File: config.mk
export PLATFORM = sky130hd
export DESIGN_NAME = regfile_wb_arbiter
export DESIGN_NICKNAME = d
export VERILOG_FILES = /design/src/rtl/regfile_pkg.sv /design/src/rtl/wb_scoreboard.sv /design/src/rtl/regfile_wb_arbiter.sv
export SDC_FILE = /design/constraint.sdc
export NUM_CORES = 1
export LEC_CHECK = 0
export CORE_MARGIN = 1.5
export CORE_UTILIZATION = 39
export DETAILED_ROUTE_END_ITERATION = 8
export GPL_ROUTABILITY_DRIVEN = 0
export PLACE_DENSITY = 0.87
export SYNTH_ARGS = -nofsm -noshare
export SYNTH_HDL_FRONTEND = slang
export SYNTH_SLANG_ARGS = --single-unit
File: constraint.sdc
create_clock -name Clk -period 4.3 [get_ports Clk]
set_input_delay 0.43 -clock Clk [delete_from_list [all_inputs] [get_ports Clk]]
set_output_delay 0.43 -clock Clk [all_outputs]
set_load 0.1 [all_outputs]
File: src/rtl/regfile_pkg.sv
// regfile_pkg: register file geometry shared by the RegisterFile, decoder and writeback arbiter
package regfile_pkg;
  localparam int DATA_W = 64;
  localparam int ADDR_W = 5;
  localparam int NUM_REGS = 32;
  localparam logic [ADDR_W-1:0] ZERO_REG = 5'd31;
endpackage

File: src/rtl/wb_scoreboard.sv
// wb_scoreboard: per-register busy bits, set on allocation and cleared on register file commit
module wb_scoreboard
  import regfile_pkg::*;
(
  input  logic                clk,
  input  logic                rst,
  input  logic                set_en,
  input  logic [ADDR_W-1:0]   set_reg,
  input  logic                clr_en,
  input  logic [ADDR_W-1:0]   clr_reg,
  output logic [NUM_REGS-1:0] busy
);
  logic [NUM_REGS-1:0] set_mask, clr_mask;
  always_comb begin
    set_mask = (set_en && set_reg != ZERO_REG) ? NUM_REGS'(1) << set_reg : '0;
    clr_mask = clr_en ? NUM_REGS'(1) << clr_reg : '0;
  end
  // set is applied after clear so a fresh allocation survives a same-edge commit
  always_ff @(posedge clk or posedge rst)
    if (rst) busy <= '0;
    else busy <= (busy & ~clr_mask) | set_mask;
endmodule

File: src/rtl/regfile_wb_arbiter.sv
// regfile_wb_arbiter: shares the register file write port between pipeline WB and the multi-cycle unit
module regfile_wb_arbiter
  import regfile_pkg::*;
#(
  parameter int STARVE_LIMIT = 4
) (
  input  logic                Clk,
  input  logic                Reset,
  input  logic                Wr0Valid,
  output logic                Wr0Ready,
  input  logic [ADDR_W-1:0]   Wr0Reg,
  input  logic [DATA_W-1:0]   Wr0Data,
  input  logic                Wr1Valid,
  output logic                Wr1Ready,
  input  logic [ADDR_W-1:0]   Wr1Reg,
  input  logic [DATA_W-1:0]   Wr1Data,
  input  logic                AllocValid,
  input  logic [ADDR_W-1:0]   AllocReg,
  output logic [NUM_REGS-1:0] Busy,
  output logic [ADDR_W-1:0]   RW,
  output logic [DATA_W-1:0]   BusW,
  output logic                RegWr
);
  localparam int CNT_W = $clog2(STARVE_LIMIT + 1);
  logic [CNT_W-1:0] starve_cnt;
  logic starved, grant0, grant1, granted;
  logic [ADDR_W-1:0] win_reg;
  logic [DATA_W-1:0] win_data;
  always_comb begin
    starved = starve_cnt == CNT_W'(STARVE_LIMIT);
    grant1 = Wr1Valid & (starved | ~Wr0Valid);
    grant0 = Wr0Valid & ~grant1;
    granted = grant0 | grant1;
    win_reg = grant1 ? Wr1Reg : Wr0Reg;
    win_data = grant1 ? Wr1Data : Wr0Data;
  end
  assign Wr0Ready = grant0;
  assign Wr1Ready = grant1;
  // writes to the zero register are accepted but never raise RegWr
  always_ff @(posedge Clk or posedge Reset)
    if (Reset) begin
      starve_cnt <= '0;
      RW <= '0;
      BusW <= '0;
      RegWr <= 1'b0;
    end else begin
      starve_cnt <= (!Wr1Valid || grant1) ? '0 : starved ? starve_cnt : starve_cnt + 1'b1;
      RegWr <= granted && win_reg != ZERO_REG;
      if (granted) begin
        RW <= win_reg;
        BusW <= win_data;
      end
    end
  wb_scoreboard u_scoreboard (
    .clk     (Clk),
    .rst     (Reset),
    .set_en  (AllocValid),
    .set_reg (AllocReg),
    .clr_en  (RegWr),
    .clr_reg (RW),
    .busy    (Busy)
  );
endmodule

== Word-level counts from Yosys, hierarchy flattened ==
Cells that the tools add are included.

* Logic and storage cells: 31
* Output and inout port bits: 104
* Flip-flop bits (word level): 105
* Input port bits: 148

* Bitwise gates (word level): 9
* Equal/unequal tests: 4
* Shift operators: 2
* Reductions and logical operators: 4
* $add $sub $neg: 1
* Multiplexer cells: 6

{| class="wikitable"
|+ Operators with widths
! kind !! count
|-
| $mux W32 || 2
|-
| $mux W64 || 1
|-
| $shl A1 B5 Y32 const A || 2
|-
| $and A32 B32 Y32 || 1
|-
| $not A32 Y32 || 1
|-
| $or A32 B32 Y32 || 1
|-
| $ne A5 B5 Y1 const B || 2
|-
| $mux W3 || 2
|-
| $mux W5 || 1
|-
| $add A3 B1 Y3 const B || 1
|-
| $eq A3 B3 Y1 const B || 1
|-
| $and A1 B1 Y1 || 2
|-
| $logic_and A1 B1 Y1 || 2
|-
| $ne A2 B1 Y1 const B || 1
|-
| $not A1 Y1 || 2
|-
| $or A1 B1 Y1 || 2
|-
| $logic_not A1 Y1 || 1
|-
| $logic_or A1 B1 Y1 || 1
|}

== Longest topological paths before layout ==
* Depth after elaboration: 7
* Mapped depth: 7
* Gate-level depth less buffers: 5

== Hierarchy ==
A second synthesis with hierarchy kept.

* Cells, all modules: 401
* Area, all modules: 4635.7 um2

{| class="wikitable"
|+ By module, submodules not included
! module !! times used !! cells an instance !! seq. area each (um2) !! area an instance (um2)
|-
| regfile_wb_arbiter || 1 || 271 || 1826.8 || 3283.1
|-
| wb_scoreboard || 1 || 130 || 800.8 || 1352.5
|}

== Worst setup path before layout ==
OpenSTA, ideal clock, no wires.

* Kind: reg2reg
* Start point: register RegWr
* End point: register u_scoreboard.busy[0]
* Setup slack: 2.272 ns
* Data arrival time: 1.896 ns
* Stages on the path, launching flop included: 4
* Path buffers: 0
* Period minus slack after synthesis: 2.028 ns
* Data required time: 4.169 ns
* Library setup time: 0.131 ns
* Path through: dfrtp_1 or4b_2 o21ai_0 o21ai_0

* Word-level cells in the longest chain between the ends: 4

{| class="wikitable"
|+ RTL lines
! what !! RTL line !! text
|-
| start: declaration || regfile_wb_arbiter.sv:22 || <nowiki>output logic RegWr</nowiki>
|-
| start signal: assignment || regfile_wb_arbiter.sv:45 || <nowiki>RegWr <= 1'b0;</nowiki>
|-
| start signal: assignment || regfile_wb_arbiter.sv:48 || <nowiki>RegWr <= granted && win_reg != ZERO_REG;</nowiki>
|-
| $mux W32 || wb_scoreboard.sv:16 || <nowiki>clr_mask = clr_en ? NUM_REGS'(1) << clr_reg : '0;</nowiki>
|-
| $not A32 Y32 || wb_scoreboard.sv:21 || <nowiki>else busy <= (busy & ~clr_mask) | set_mask;</nowiki>
|-
| $and A32 B32 Y32 || wb_scoreboard.sv:21 ||
|-
| $or A32 B32 Y32 || wb_scoreboard.sv:21 ||
|-
| end signal: assignment || wb_scoreboard.sv:21 ||
|-
| end: declaration || wb_scoreboard.sv:11 || <nowiki>output logic [NUM_REGS-1:0] busy</nowiki>
|}

No other way between the ends.
A chain may end at the register's enable or synchronous reset.

== Final worst setup path ==
* Start point: input Wr0Valid
* End point: output Wr1Ready

* Word-level cells in the longest chain between the ends: 3

{| class="wikitable"
|+ RTL lines
! what !! RTL line !! text
|-
| start: declaration || regfile_wb_arbiter.sv:9 || <nowiki>input logic Wr0Valid,</nowiki>
|-
| $not A1 Y1 || regfile_wb_arbiter.sv:31 || <nowiki>grant1 = Wr1Valid & (starved | ~Wr0Valid);</nowiki>
|-
| $or A1 B1 Y1 || regfile_wb_arbiter.sv:31 ||
|-
| $and A1 B1 Y1 || regfile_wb_arbiter.sv:31 ||
|-
| end: declaration || regfile_wb_arbiter.sv:14 || <nowiki>output logic Wr1Ready,</nowiki>
|}

No other way between the ends.

==> out/results.txt <==
Grt ovf: 0
Total CTS buffers: 9
Number of inserted diodes: 0
Hold Path End: u_scoreboard.busy[31]
Pin count of the biggest net entering global routing: 76
P_leak: 0.00304 uW
Layout Skew: 0.00915 ns
Hold Fails Final Rpt: 0
Final Net Count: 793
Distinct cells, synth: 34
Max Buffers Root-to-Sink: 2
Max Fclk: 0.341 GHz
DRC: 16
Combinational share of power: 50.7%
Psw: 2200 uW
Placed insts: 775
RSZ-0062 raised after global routing: no
CP Buf/Inv Count: 2
Delay-heaviest family, CP: buffers and inverters
CTS tree: built
Clock Sinks: 105
DR vias/cell: 5.66
Avg WL per Cell: 18.8 um
Slew @ Worst Pin: 1.01 ns
Initial Util: 40.4%
Hold Buf Count CTS: 0
Post-synthesis sequential area ratio: 56.5%
Starting DRT DRC Count: 319
Post-Synthesis Cell Area: 4650 sq um
Status: finished, violations left
Clock power share: 20.0%
H-Tree Level Count: 3
DP HPWL: 10900 um
Top Ports: 252
Origin of the worst setup path: Wr0Valid
Max-slew violations: 0
DR vias: 4477
1st-pass router iterations: 9
Post-route ant nets: 0
Clk Latency, worst-skew pair: 0.34 ns
CP startpoint kind: input port
Placeable Area: 11500 sq um
CP max stage cell: clkdlybuf4s50_1
Final hold slack: 0.488 ns
Reg2reg path depth: 6
Die Footprint: 12600 sq um
Worst hold path depth: 1
Final critical-path share of the clock period: 68.2%
Share of layout cells above drive strength 1: 4.63%
Mapped Cells: 403
Crit path depth: 4
Total track usage: 23.6%
DIE WIDTH: 112 um
Final cell count without fillers: 791
Kind of capture point of the worst setup path: output pin
Critical Path, Cell by Cell: clkdlybuf4s50_1, a21bo_4, and2_4, buf_4
Initial antenna violation count: 0
Max_slew headroom: 32.4%
Area growth syn-to-layout: 62.7%
Chip height: 112 um
Capturing point of the worst reg2reg path: BusW[47]
Worst r2r src: starve_cnt[0]
WL final: 14900 um
CTS resizes: 0
Failing checks: design-rule violations
Post-CTS Setup Repair Bufs: 0
Biggest cell delay along the critical path: 0.66 ns
Worst-path clk slew: 0.07 ns
Core Rows: 39
Pint: 2260 uW
Worst Hold Launch: u_scoreboard.busy[31]
Worst min path class: flop to flop
Syn Area/Cell: 11.5 sq um
Req. time, crit path: 3.87 ns
# port buffers: 251
Vias in the first global route: 4626
Switching share of power: 49.3%
Max cap viols: 0
Setup violations, final: 0
Setup TNS: 0 ns
FF+latch count, synth: 105
Crit path DAT: 2.50 ns
Synth Net Count: 553
Final min period: 2.93 ns
Crit path max fanout: 66
R2R setup slack: 2.30 ns
YS warnings: 0
Peak supply drop: 252 uV
Clk root buf: clkbuf_16
Flop pwr share: 29.3%
First-pass GRT wire length: 23700 um
Power per standard cell area: 588 nW/um^2
Setup Crit Path Kind: input port to output pin
metrics by stage:
step / setup WS (ns) / utilization [%] / power, uW / instance area, sq um
after floorplan: 1.11 / - / 2920 / 4650
after global placement: 1.40 / 62.9 / 3530 / 7240
after detailed placement: 1.35 / 62.9 / 3570 / 7240
after CTS: 1.35 / 65.7 / 4470 / 7570
after global routing: 1.22 / 65.7 / 4600 / 7570
final: 1.37 / 65.7 / 4450 / 7570
how the worst max path moves through the flow:
stage / endpoint / slack, ns
after floorplan: BusW[0] / 1.11
after global placement: Wr1Ready / 1.40
after detailed placement: Wr1Ready / 1.35
after CTS: Wr1Ready / 1.35
after global routing: Wr1Ready / 1.22
final: Wr1Ready / 1.37
cells in the mapped netlist:
cell       count  share of area (%)
a311oi_1       1               0.19
a21boi_1       1               0.16
nor2b_1        7               0.94
ha_1           2               0.54
buf_2          9               0.97
nand4bb_1      3               0.73
nand3b_1       1               0.16
o21a_1         1               0.16
nand3_1        7               0.75
o41ai_1        2               0.38
a211oi_1       6               0.97
nor2_1         1              0.081
or2_2          3               0.40
a21bo_4        1               0.35
nand2b_1       8                1.1
and2_4         1               0.19
o21bai_1       1               0.16
and4_1         1               0.19
a21oi_1        1               0.11
and3_1         3               0.40
or3_1          1               0.13
o21ai_0       60                6.5
and2_1        64                8.6
or4b_2         1               0.22
clkbuf_1      11               0.89
nand2_1       17                1.4
dfrtp_1      105                 56
nand4b_1       3               0.56
a31oi_1        5               0.67
a221o_1       64                 14
inv_1          5               0.40
mux2i_1        1               0.22
buf_6          5                1.2
nand4_1        1               0.13
cells by family after synthesis:
group / count (synthesis) / share of synthesized area [%]
AOI/OAI and AO/OA: 143 / 23.4
adders and majority gates: 2 / 0.538
buffers and inverters: 30 / 3.47
DFF: 105 / 56.5
muxes: 1 / 0.215
and+or+nand+nor: 122 / 15.9
cells in the final DEF (no fill, tap or decap), types with 2 or more instances in the layout:
cell type,instances
ha_1,2
nand4b_1,3
nor2b_1,7
or2_2,3
and2_1,64
o21ai_0,60
clkbuf_16,9
nand3_1,7
o41ai_1,2
bufinv_16,2
nand4bb_1,3
inv_1,4
a221o_1,64
clkinvlp_4,3
a31oi_1,5
a211oi_1,6
nand2b_1,8
clkdlybuf4s50_1,249
dfrtp_1,105
and3_1,3
nand2_1,17
buf_4,5
routing by layer:
metal | GRT usage [%] | wire length (um) | vias to the layer above
met3 | 5.08 | 1350 | 41
met4 | 8.95 | 388 | 0
li1 | - | - | 2002
met5 | 0 | 0 | -
met1 | 29.0 | 5670 | 2148
met2 | 41.1 | 7480 | 286
worst reg2reg max path: cells and delay by family (launching register included):
family,cells,cell delay [ns]
flip-flops,1,0.35
buffers and inverters,2,0.60
adder cells (fa/ha/maj),1,0.24
AO/OA/AOI/OAI,3,0.75
layout make-up:
cell class	count	area, sq um
Multi-Input combinational cell	268	1880
Clock inverter	6	91.3
Timing Repair Buffer	254	2530
Fill cell	854	3950
Sequential cell	105	2630
Clock buffer	10	239
Inverter	5	21.3
Tap cell	143	179
registers in the layout, summed over array words and instances (netlist names):
signal	cells
BusW	64
RW	5
RegWr	1
starve_cnt	3
u_scoreboard.busy	32
power by group through the flow:
stage	registers [uW]	logic [uW]	clock network, uW
6_report	1300	2260	891
5_1_grt	1320	2320	951
4_1_cts	1300	2260	909
3_5_place_dp	1310	2260	0
3_3_place_gp	1300	2230	0
2_1_floorplan	2670	258	0
Power figures use the tool's default switching activity.
